### config.mk
export PLATFORM = sky130hd
export DESIGN_NAME = ex_muldiv_unit
export DESIGN_NICKNAME = d
export VERILOG_FILES = /design/src/rtl/cpu_types_pkg.sv /design/src/rtl/muldiv_signfix.sv /design/src/rtl/ex_muldiv_unit.sv
export SDC_FILE = /design/constraint.sdc
export NUM_CORES = 1
export LEC_CHECK = 0
export BUFFER_PORTS_ARGS = -buffer_cell sky130_fd_sc_hd__buf_2
export CORE_MARGIN = 4
export CORE_UTILIZATION = 55
export CTS_BUF_LIST = sky130_fd_sc_hd__clkbuf_16
export DETAILED_ROUTE_END_ITERATION = 7
export GPL_TIMING_DRIVEN = 0
export PLACE_DENSITY_LB_ADDON = 0.12
export SLEW_MARGIN = 20
export SYNTH_ARGS = -nofsm -noshare
export SYNTH_HDL_FRONTEND = slang
export SYNTH_SLANG_ARGS = --single-unit
### constraint.sdc
create_clock -name CLK -period 6.65 [get_ports CLK]
set_clock_uncertainty 0.2 [all_clocks]
set_input_delay 1.33 -clock CLK [delete_from_list [all_inputs] [get_ports CLK]]
set_output_delay 1.33 -clock CLK [all_outputs]
set_load 0.01 [all_outputs]
### src/rtl/cpu_types_pkg.sv
// Shared execute-stage types: ALU and multiply/divide operation encodings.
package cpu_types_pkg;

  typedef enum logic [3:0] {
    ALU_ADD, ALU_SUB, ALU_AND, ALU_OR, ALU_XOR, ALU_NOR,
    ALU_SLT, ALU_SLTU, ALU_SLL, ALU_SRL, ALU_SRA, ALU_LUI
  } aluop_t;

  typedef enum logic [2:0] {
    MD_MULT  = 3'd0,
    MD_MULTU = 3'd1,
    MD_DIV   = 3'd2,
    MD_DIVU  = 3'd3,
    MD_MTHI  = 3'd4,
    MD_MTLO  = 3'd5
  } muldiv_op_t;

  function automatic logic md_is_signed(input muldiv_op_t op);
    return (op == MD_MULT) || (op == MD_DIV);
  endfunction

endpackage

### src/rtl/muldiv_signfix.sv
// Sign handling around the unsigned iteration core: magnitudes on entry,
// conditional negation of the product, quotient and remainder on the way out.
module muldiv_signfix #(
  parameter int W = 32
) (
  input  logic [W-1:0]   i_a,
  input  logic [W-1:0]   i_b,
  input  logic           i_signed,
  output logic [W-1:0]   o_abs_a,
  output logic [W-1:0]   o_abs_b,
  output logic           o_neg_a,
  output logic           o_neg_b,
  input  logic [2*W-1:0] i_prod,
  input  logic [W-1:0]   i_quo,
  input  logic [W-1:0]   i_rem,
  input  logic           i_neg_res,
  input  logic           i_neg_rem,
  output logic [2*W-1:0] o_prod,
  output logic [W-1:0]   o_quo,
  output logic [W-1:0]   o_rem
);

  assign o_neg_a = i_signed & i_a[W-1];
  assign o_neg_b = i_signed & i_b[W-1];
  // The most-negative value maps onto itself, which is its correct unsigned magnitude.
  assign o_abs_a = o_neg_a ? -i_a : i_a;
  assign o_abs_b = o_neg_b ? -i_b : i_b;

  assign o_prod = i_neg_res ? -i_prod : i_prod;
  assign o_quo  = i_neg_res ? -i_quo  : i_quo;
  assign o_rem  = i_neg_rem ? -i_rem  : i_rem;

endmodule

### src/rtl/ex_muldiv_unit.sv
// Multi-cycle MULT/DIV engine beside the EX-stage ALU; owns HI/LO and stalls the pipe while busy.
// Shift-add multiply retires MUL_BITS bits per cycle, restoring divide retires one quotient bit.
module ex_muldiv_unit
  import cpu_types_pkg::*;
#(
  parameter int WORD_W   = 32,
  parameter int MUL_BITS = 1
) (
  input  logic              CLK,
  input  logic              nRST,
  input  logic              flush,
  input  logic              start,
  input  muldiv_op_t        op,
  input  logic [WORD_W-1:0] opa,
  input  logic [WORD_W-1:0] opb,
  input  logic              mf_req,
  output logic              busy,
  output logic              stall,
  output logic              done,
  output logic [WORD_W-1:0] hi,
  output logic [WORD_W-1:0] lo
);

  localparam int NMUL  = WORD_W / MUL_BITS;
  localparam int NDIV  = WORD_W;
  localparam int CNT_W = $clog2(WORD_W + 1);

  typedef enum logic [1:0] {S_IDLE, S_MUL, S_DIV, S_FIX} state_t;

  state_t              r_state, w_next;
  logic [CNT_W-1:0]    r_cnt;
  logic [2*WORD_W-1:0] r_acc;
  logic [WORD_W-1:0]   r_mcand;
  logic                r_is_div, r_neg_res, r_neg_rem, r_dz, r_done;
  logic [WORD_W-1:0]   r_hi, r_lo;

  logic                w_accept, w_is_mul, w_is_div, w_signed, w_last;
  logic [WORD_W-1:0]   w_abs_a, w_abs_b, w_quo, w_rem;
  logic                w_neg_a, w_neg_b;
  logic [2*WORD_W-1:0] w_prod;

  assign w_accept = (r_state == S_IDLE) && start && !flush;
  assign w_is_mul = (op == MD_MULT) || (op == MD_MULTU);
  assign w_is_div = (op == MD_DIV) || (op == MD_DIVU);
  assign w_signed = md_is_signed(op);
  assign w_last   = (r_cnt == CNT_W'(1));

  muldiv_signfix #(.W(WORD_W)) u_signfix (
    .i_a       (opa),
    .i_b       (opb),
    .i_signed  (w_signed),
    .o_abs_a   (w_abs_a),
    .o_abs_b   (w_abs_b),
    .o_neg_a   (w_neg_a),
    .o_neg_b   (w_neg_b),
    .i_prod    (r_acc),
    .i_quo     (r_acc[WORD_W-1:0]),
    .i_rem     (r_acc[2*WORD_W-1:WORD_W]),
    .i_neg_res (r_neg_res),
    .i_neg_rem (r_neg_rem),
    .o_prod    (w_prod),
    .o_quo     (w_quo),
    .o_rem     (w_rem)
  );

  // Multiply: accumulate multiplicand * low digit into the upper half, shift the product right.
  logic [WORD_W+MUL_BITS-1:0] w_partial, w_mulsum;
  logic [2*WORD_W-1:0]        w_mul_next;
  assign w_partial  = {{MUL_BITS{1'b0}}, r_mcand} * {{WORD_W{1'b0}}, r_acc[MUL_BITS-1:0]};
  assign w_mulsum   = {{MUL_BITS{1'b0}}, r_acc[2*WORD_W-1:WORD_W]} + w_partial;
  assign w_mul_next = {w_mulsum, r_acc[WORD_W-1:MUL_BITS]};

  // Divide: the shifted partial remainder needs one extra bit before the trial subtract.
  logic [WORD_W:0]     w_rem_sh;
  logic [WORD_W-1:0]   w_diff;
  logic                w_qbit;
  logic [2*WORD_W-1:0] w_div_next;
  assign w_rem_sh   = {r_acc[2*WORD_W-1:WORD_W], r_acc[WORD_W-1]};
  assign w_qbit     = (w_rem_sh >= {1'b0, r_mcand});
  assign w_diff     = w_rem_sh[WORD_W-1:0] - r_mcand;
  assign w_div_next = {w_qbit ? w_diff : w_rem_sh[WORD_W-1:0], r_acc[WORD_W-2:0], w_qbit};

  always_ff @(posedge CLK or negedge nRST) begin
    if (!nRST) r_state <= S_IDLE;
    else       r_state <= w_next;
  end

  always_comb begin
    w_next = r_state;
    case (r_state)
      S_IDLE: begin
        if (w_accept && w_is_mul)      w_next = S_MUL;
        else if (w_accept && w_is_div) w_next = S_DIV;
      end
      S_MUL, S_DIV: if (w_last) w_next = S_FIX;
      S_FIX:   w_next = S_IDLE;
      default: w_next = S_IDLE;
    endcase
    if (flush) w_next = S_IDLE;
  end

  always_ff @(posedge CLK or negedge nRST) begin
    if (!nRST) begin
      r_cnt     <= '0;
      r_acc     <= '0;
      r_mcand   <= '0;
      r_is_div  <= 1'b0;
      r_neg_res <= 1'b0;
      r_neg_rem <= 1'b0;
      r_dz      <= 1'b0;
      r_done    <= 1'b0;
      r_hi      <= '0;
      r_lo      <= '0;
    end else begin
      r_done <= 1'b0;
      case (r_state)
        S_IDLE: begin
          if (w_accept && w_is_mul) begin
            r_acc     <= {{WORD_W{1'b0}}, w_abs_b};
            r_mcand   <= w_abs_a;
            r_cnt     <= CNT_W'(NMUL);
            r_is_div  <= 1'b0;
            r_neg_res <= w_neg_a ^ w_neg_b;
            r_neg_rem <= 1'b0;
            r_dz      <= 1'b0;
          end else if (w_accept && w_is_div) begin
            r_acc     <= {{WORD_W{1'b0}}, w_abs_a};
            r_mcand   <= w_abs_b;
            r_cnt     <= CNT_W'(NDIV);
            r_is_div  <= 1'b1;
            r_neg_res <= w_neg_a ^ w_neg_b;
            r_neg_rem <= w_neg_a;
            r_dz      <= (opb == '0);
          end else if (w_accept && op == MD_MTHI) begin
            r_hi <= opa;
          end else if (w_accept && op == MD_MTLO) begin
            r_lo <= opa;
          end
        end
        S_MUL: begin
          r_acc <= w_mul_next;
          r_cnt <= r_cnt - CNT_W'(1);
        end
        S_DIV: begin
          r_acc <= w_div_next;
          r_cnt <= r_cnt - CNT_W'(1);
        end
        S_FIX: begin
          // A zero divisor leaves the dividend magnitude as remainder, so sign-fixed it is opa again.
          if (!flush) begin
            if (r_is_div) begin
              r_lo <= r_dz ? '1 : w_quo;
              r_hi <= w_rem;
            end else begin
              r_hi <= w_prod[2*WORD_W-1:WORD_W];
              r_lo <= w_prod[WORD_W-1:0];
            end
            r_done <= 1'b1;
          end
        end
        default: ;
      endcase
    end
  end

  assign busy  = (r_state != S_IDLE);
  assign stall = (mf_req || start) && busy;
  assign done  = r_done;
  assign hi    = r_hi;
  assign lo    = r_lo;

endmodule

* Word level (Yosys, flattened, before mapping)
Index checks and enable logic that the tools add are counted. W data, S select, Z words.
Word-level totals: logic and storage cells 112, memory bits (read-only) 0, memories kept 0, bits of input ports 72, flip-flop bits (word level) 173, output and inout bits 67, latch bits 0, memory bits (writable) 0
Cells by class: $add $sub $neg 8, shifts and indexed selects 0, reductions and logical operators 27, order comparisons 1, bitwise gates (word level) 3, multiply operators 1, div/mod/pow operators 0, mux-type cells 43, eq/ne operators 18
Operators with widths (number):
- $mux W32 | 19
- $mux W64 | 3
- $pmux W64 S3 | 1
- $neg A32 Y32 | 4
- $pmux W32 S2 | 2
- $neg A64 Y64 | 1
- $add A32 B33 Y33 | 1
- $ge A33 B32 Y1 | 1
- $mul A32 B1 Y33 | 1
- $logic_not A32 Y1 | 1
- $sub A32 B32 Y32 | 1
- $mux W6 | 2
- $pmux W6 S2 | 1
- $mux W1 | 10
- $mux W2 | 4
- $ne A2 B2 Y1 const B | 4
- $reduce_and A2 Y1 | 4
- $reduce_bool A2 Y1 | 4
- $logic_and A1 B1 Y1 | 7
- $eq A3 B2 Y1 const B | 2
- $eq A3 B3 Y1 const B | 2
- $eq A6 B1 Y1 const B | 1
- $ne A3 B1 Y1 const B | 2
- $pmux W2 S3 | 1
- 16 further kinds | 22

* Depth between registers and ports, before layout
word-level depth 9, mapped depth 16, mapped depth without buffers 14

* By module
Synthesis repeated with hierarchy kept, for this count alone.
Second synthesis, totals: cells, all modules 2234, area, all modules 17282.8 um2
By module, submodules not included:
- ex_muldiv_unit | seq. area each 4329.2 um2, instances 1, area an instance 13156.4 um2, cells each 1628
- muldiv_signfix | seq. area each 0.0 um2, instances 1, area an instance 4126.5 um2, cells each 606

* Least setup slack after synthesis
OpenSTA, ideal clock, no wires.
path type input -> register, start input port opa[11], end register r_mcand[29], required time 6325 ps, stages on the path 10, setup slack 2670 ps, buffers on the path 1, data arrival time 3655 ps, setup time 125 ps, path through or4_1 or3_1 nor3_2 and3b_1 clkbuf_1 nand3_1 o31ai_1 xor2_1 o21ai_0 mux2_2
On the way: longest elaborated chain between the ends 3
RTL lines:
- start: declaration | line ex_muldiv_unit.sv:14 | input logic [WORD_W-1:0] opa,
- $neg A32 Y32 | line muldiv_signfix.sv:26 | assign o_abs_a = o_neg_a ? -i_a : i_a;
- $mux W32 | line muldiv_signfix.sv:26
- $mux W32 | line ex_muldiv_unit.sv:118 | if (w_accept && w_is_mul) begin
- end signal: assignment | line ex_muldiv_unit.sv:120 | r_mcand <= w_abs_a;
- end signal: assignment | line ex_muldiv_unit.sv:128 | r_mcand <= w_abs_b;
- end: declaration | line ex_muldiv_unit.sv:33 | logic [WORD_W-1:0] r_mcand;
Every way passes these cells. A chain may end at the register's enable or synchronous reset.

* Worst setup path in the final report
start register r_acc[59], end register r_acc[58]
On the way: longest elaborated chain between the ends 3, elaborated cells between the ends (all ways) 4, classes of those cells 1 x add/sub; 1 x order compare; 2 x mux
RTL lines:
- start: declaration | line ex_muldiv_unit.sv:32 | logic [2*WORD_W-1:0] r_acc;
- start signal: assignment | line ex_muldiv_unit.sv:119 | r_acc <= {{WORD_W{1'b0}}, w_abs_b};
- start signal: assignment | line ex_muldiv_unit.sv:127 | r_acc <= {{WORD_W{1'b0}}, w_abs_a};
- start signal: assignment | line ex_muldiv_unit.sv:141 | r_acc <= w_mul_next;
- $ge A33 B32 Y1 | line ex_muldiv_unit.sv:79 | assign w_qbit = (w_rem_sh >= {1'b0, r_mcand});
- $mux W32 | line ex_muldiv_unit.sv:81 | assign w_div_next = {w_qbit ? w_diff : w_rem_sh[WORD_W-1:0], r_acc[WORD_W-2:0], w_qbit};
- $pmux W64 S3 * | line ex_muldiv_unit.sv:116 | case (r_state)
Every way passes the cells marked *; elsewhere a longest branch is shown, timed or not.

==> results.cfg <==
[layout]
n_fill_cell = 2516
n_antenna_cell = 0
drive_gt1_share_pct = 9.10
seq_area_um2 = 4330
final_nets = 2312
area_growth_syn_to_layout_pct = 11.5
multi_input_area_um2 = 10100

[routing]
remaining_drc_errors = 0
drt-vias-per-instance = 6.57
drtPass1Iterations = 7
drt_iter0_markers = 2042
finalWirelength_um = 61000
ant_nets = 0
wire_per_inst_um = 24.2
routed-via-count = 16545

[cts]
htree_levels = 4
cts_num_sinks = 173
numCtsBuffers = 17
cts.repair.resized = 0
cts_setup_buffers = 0
cts.reportedPaths.clkPinSlew_ns = 0.09
clock-root-buffer = clkbuf_16
insertion_delay_ns = 0.45
clock_path_buffers = 2
cts_tree = yes
postCtsHoldBufs = 0

[grt]
grt_pass1_wl_um = 91500
overflow = 0
grt_usage_pct = 38.8
grt_max_degree = 92
antenna_found_initial = 1
grt_pass1_vias = 15287

[critical_path]
r2r_cells = 13
r2r_start = r_acc[59]$_DFFE_PN0P_
critPathMostFrequentCell = clkbuf_1
crit_cells = 13
ff2ff_setup_slack_ns = 0.95
worst-path-max-fanout = 10
cp_top_family = buffers and inverters
end_kind = flip-flop
critPathLaunchType = flip-flop
r2r_end = r_acc[58]$_DFFE_PN0P_
slowest_delay_ns = 0.85
cp_data_arrival_time_ns = 5.80
criticalPathCategory = reg -> reg
cp.required_ns = 6.75
cp_num_buf_inv = 4
cp_slowest_cell = a2111oi_1
path_cells = ha_1, clkbuf_1, nand2_1, nor4_1, nand4b_1, a2111oi_1, o32a_1, clkbuf_1, buf_1, clkbuf_1, o21ai_0, a21oi_1, o31ai_1

[timing]
slew_violations = 0
min_period_over_period_pct = 85.6
finalHoldViolCount = 0
finalWorstSetupSlack_ns = 0.955
setup_viol = 0
max_slew.worst_pin.slew_ns = 1.18
finalSetupTns_ns = 0
period_minus_slack_ns = 5.70
fmax_mhz = 176
grt_setup_unrepaired = no
max_slew_margin_pct = 20.5

[synthesis]
synthFlopType = dfrtp_1
synthArstFlopShare_pct = 100
synthCells = 2005
synth-edff-count = 0
synth_cell_type_count = 76
synth_seq_area_share_pct = 28.6
synth_area_um2 = 15100
synthesis.nets = 2154
synth_warnings = 0
ys_seq_elements = 173
avgSynthCellArea_um2 = 7.55

[placement]
gp_congestion = 1.03
io_buffer_count = 138
pre_cts_ws_ns = 1.31
hpwlAfterDp_um = 48200

[power]
p_sw_share_pct = 50.7
seqPwrFrac_pct = 28.2
power.switching_mw = 3.32
pwr-share-comb_pct = 56.0
p_per_area_nw_per_um2 = 388
pwr-share-clk_pct = 15.8
internal-power_mw = 3.23
p_leak_nw = 7.55
peakVddDrop_mv = 0.206

[worst_hold_path]
min_from = hi[4]$_DFFE_PN0P_
hold_path_depth = 2
hold_end = hi[4]$_DFFE_PN0P_
hold_class = reg -> reg

[die]
dieArea_um2 = 30300
initial_core_util_pct = 56.0
coreArea_um2 = 27000
io_pins = 139
die_y_um = 174
dieWidth_um = 174
row_count = 60

[outcome]
status = complete, no violations

[run]
drv_cap = 0
-- cell usage in the layout, fill, tap and decap left out, types with 9 or more instances in the layout --
cell type,Yosys,final
a22o_1,12,12
nand2b_1,22,22
o21a_1,11,11
o21bai_1,12,12
a21oi_1,146,146
o221ai_1,9,9
nand4_1,9,9
xnor2_1,106,106
mux2i_1,43,43
or4_1,15,15
xor2_1,62,62
nand2_1,291,291
and2_1,12,12
buf_1,10,10
ha_1,75,75
nor2_1,177,177
dfrtp_1,173,173
o22ai_1,31,31
buf_2,3,140
a211oi_1,19,19
clkbuf_16,0,17
o21ai_0,260,260
a21o_1,39,39
nor3_1,38,38
or3_1,20,20
nor4_1,15,15
nor2b_1,10,10
o31ai_1,24,24
clkbuf_1,106,106
nand3_1,21,21
a22oi_1,36,36
a31oi_1,17,17
inv_1,69,69
-- power groups by stage --
stage | combinational (mW) | clock [mW] | sequential, mW
floorplan | 2.29 | 0 | 1.82
global placement | 3.48 | 0 | 1.82
detailed placement | 3.54 | 0 | 1.84
CTS | 3.56 | 1.03 | 1.82
global route | 3.98 | 1.08 | 1.88
finish | 3.67 | 1.04 | 1.84
-- state kept, by name (all words and copies together), names as in the netlist --
signal     count
r_acc         64
hi            32
lo            32
r_mcand       32
r_cnt          6
r_state        2
done           1
r_dz           1
r_is_div       1
r_neg_rem      1
r_neg_res      1
-- worst max-delay path by stage --
stage / startpoint / endpoint / slack (ns)
after floorplan: opa[11] / r_mcand[29]$_DFFE_PN0P_ / 2.67
after CTS: r_acc[59]$_DFFE_PN0P_ / r_acc[58]$_DFFE_PN0P_ / 1.31
final: r_acc[59]$_DFFE_PN0P_ / r_acc[58]$_DFFE_PN0P_ / 0.95
after global placement: r_acc[59]$_DFFE_PN0P_ / r_acc[58]$_DFFE_PN0P_ / 1.06
after global routing: r_acc[59]$_DFFE_PN0P_ / r_acc[58]$_DFFE_PN0P_ / 0.83
after detailed placement: r_acc[59]$_DFFE_PN0P_ / r_acc[58]$_DFFE_PN0P_ / 1.31
-- synthesized netlist by cell type (all sizes together), types with 8 or more instances --
cell,instances,area [um^2]
nand2,292,1100
o21ai,264,1330
nor2,178,671
dfrtp,173,4330
a21oi,146,731
clkbuf,107,403
xnor2,106,928
ha,75,938
inv,69,259
xor2,62,543
mux2i,43,430
a21o,39,293
nor3,39,200
a22oi,36,270
o22ai,31,194
o31ai,24,180
nand2b,22,138
nand3,21,105
or3,20,125
a211oi,19,143
a31oi,17,106
or4,17,135
buf,16,86.3
nor4,16,106
a22o,12,105
and2,12,75.1
o21bai,12,90.1
o21a,11,82.6
nor2b,10,62.6
nand4,9,56.3
o221ai,9,78.8
o211ai,8,60.1
-- final cells by class --
| cell class | instances | area share [%] |
|---|---|---|
| multi-input combinational | 1640 | 59.6 |
| sequential | 173 | 25.6 |
| timing repair buffer | 139 | 4.31 |
| buffer | 123 | 2.90 |
| tap | 341 | 2.53 |
| clock buffer | 17 | 2.52 |
| inverter | 69 | 1.53 |
| clock inverter | 15 | 0.992 |
-- routing by layer --
layer	routed length [um]	part of all wire, %	global-route usage [%]	vias to the layer above
met1	25400	42	55.7	7854
met5	7	0.011	0	-
met2	25100	41	56.1	1077
met4	1960	3.2	11.3	2
met3	8500	14	12.5	142
li1	-	-	-	7470
-- metrics by stage --
stage	hold WS (ns)	utilization, %	cell area [um^2]	power, mW	instances
final	0.277	62.5	16900	6.55	2517
after global routing	0.300	62.5	16900	6.94	2517
after CTS	0.282	62.5	16900	6.40	2517
after detailed placement	0.265	60.3	16300	5.37	2485
after global placement	0.258	60.2	16300	5.30	2484
after floorplan	0.250	-	15100	4.11	2005
-- kinds of logic after synthesis --
| kind of cell | count (synthesis) | synth area share (%) |
|---|---|---|
| adders and majority gates | 77 | 6.46 |
| AOI/OAI and AO/OA | 678 | 27.1 |
| buffers and inverters | 192 | 4.94 |
| muxes | 48 | 3.21 |
| DFF | 173 | 28.6 |
| xor gates and xnor gates | 168 | 9.71 |
| and+or+nand+nor | 669 | 20.0 |
-- worst register-to-register path: stages (launching register included) --
cell	delay (ns)
dfrtp_1	0.50
ha_1	0.33
clkbuf_1	0.39
nand2_1	0.21
nor4_1	0.32
nand4b_1	0.32
a2111oi_1	0.86
o32a_1	0.23
clkbuf_1	0.41
buf_1	0.68
clkbuf_1	0.60
o21ai_0	0.20
a21oi_1	0.21
o31ai_1	0.11
Power figures use the tool's default switching activity.
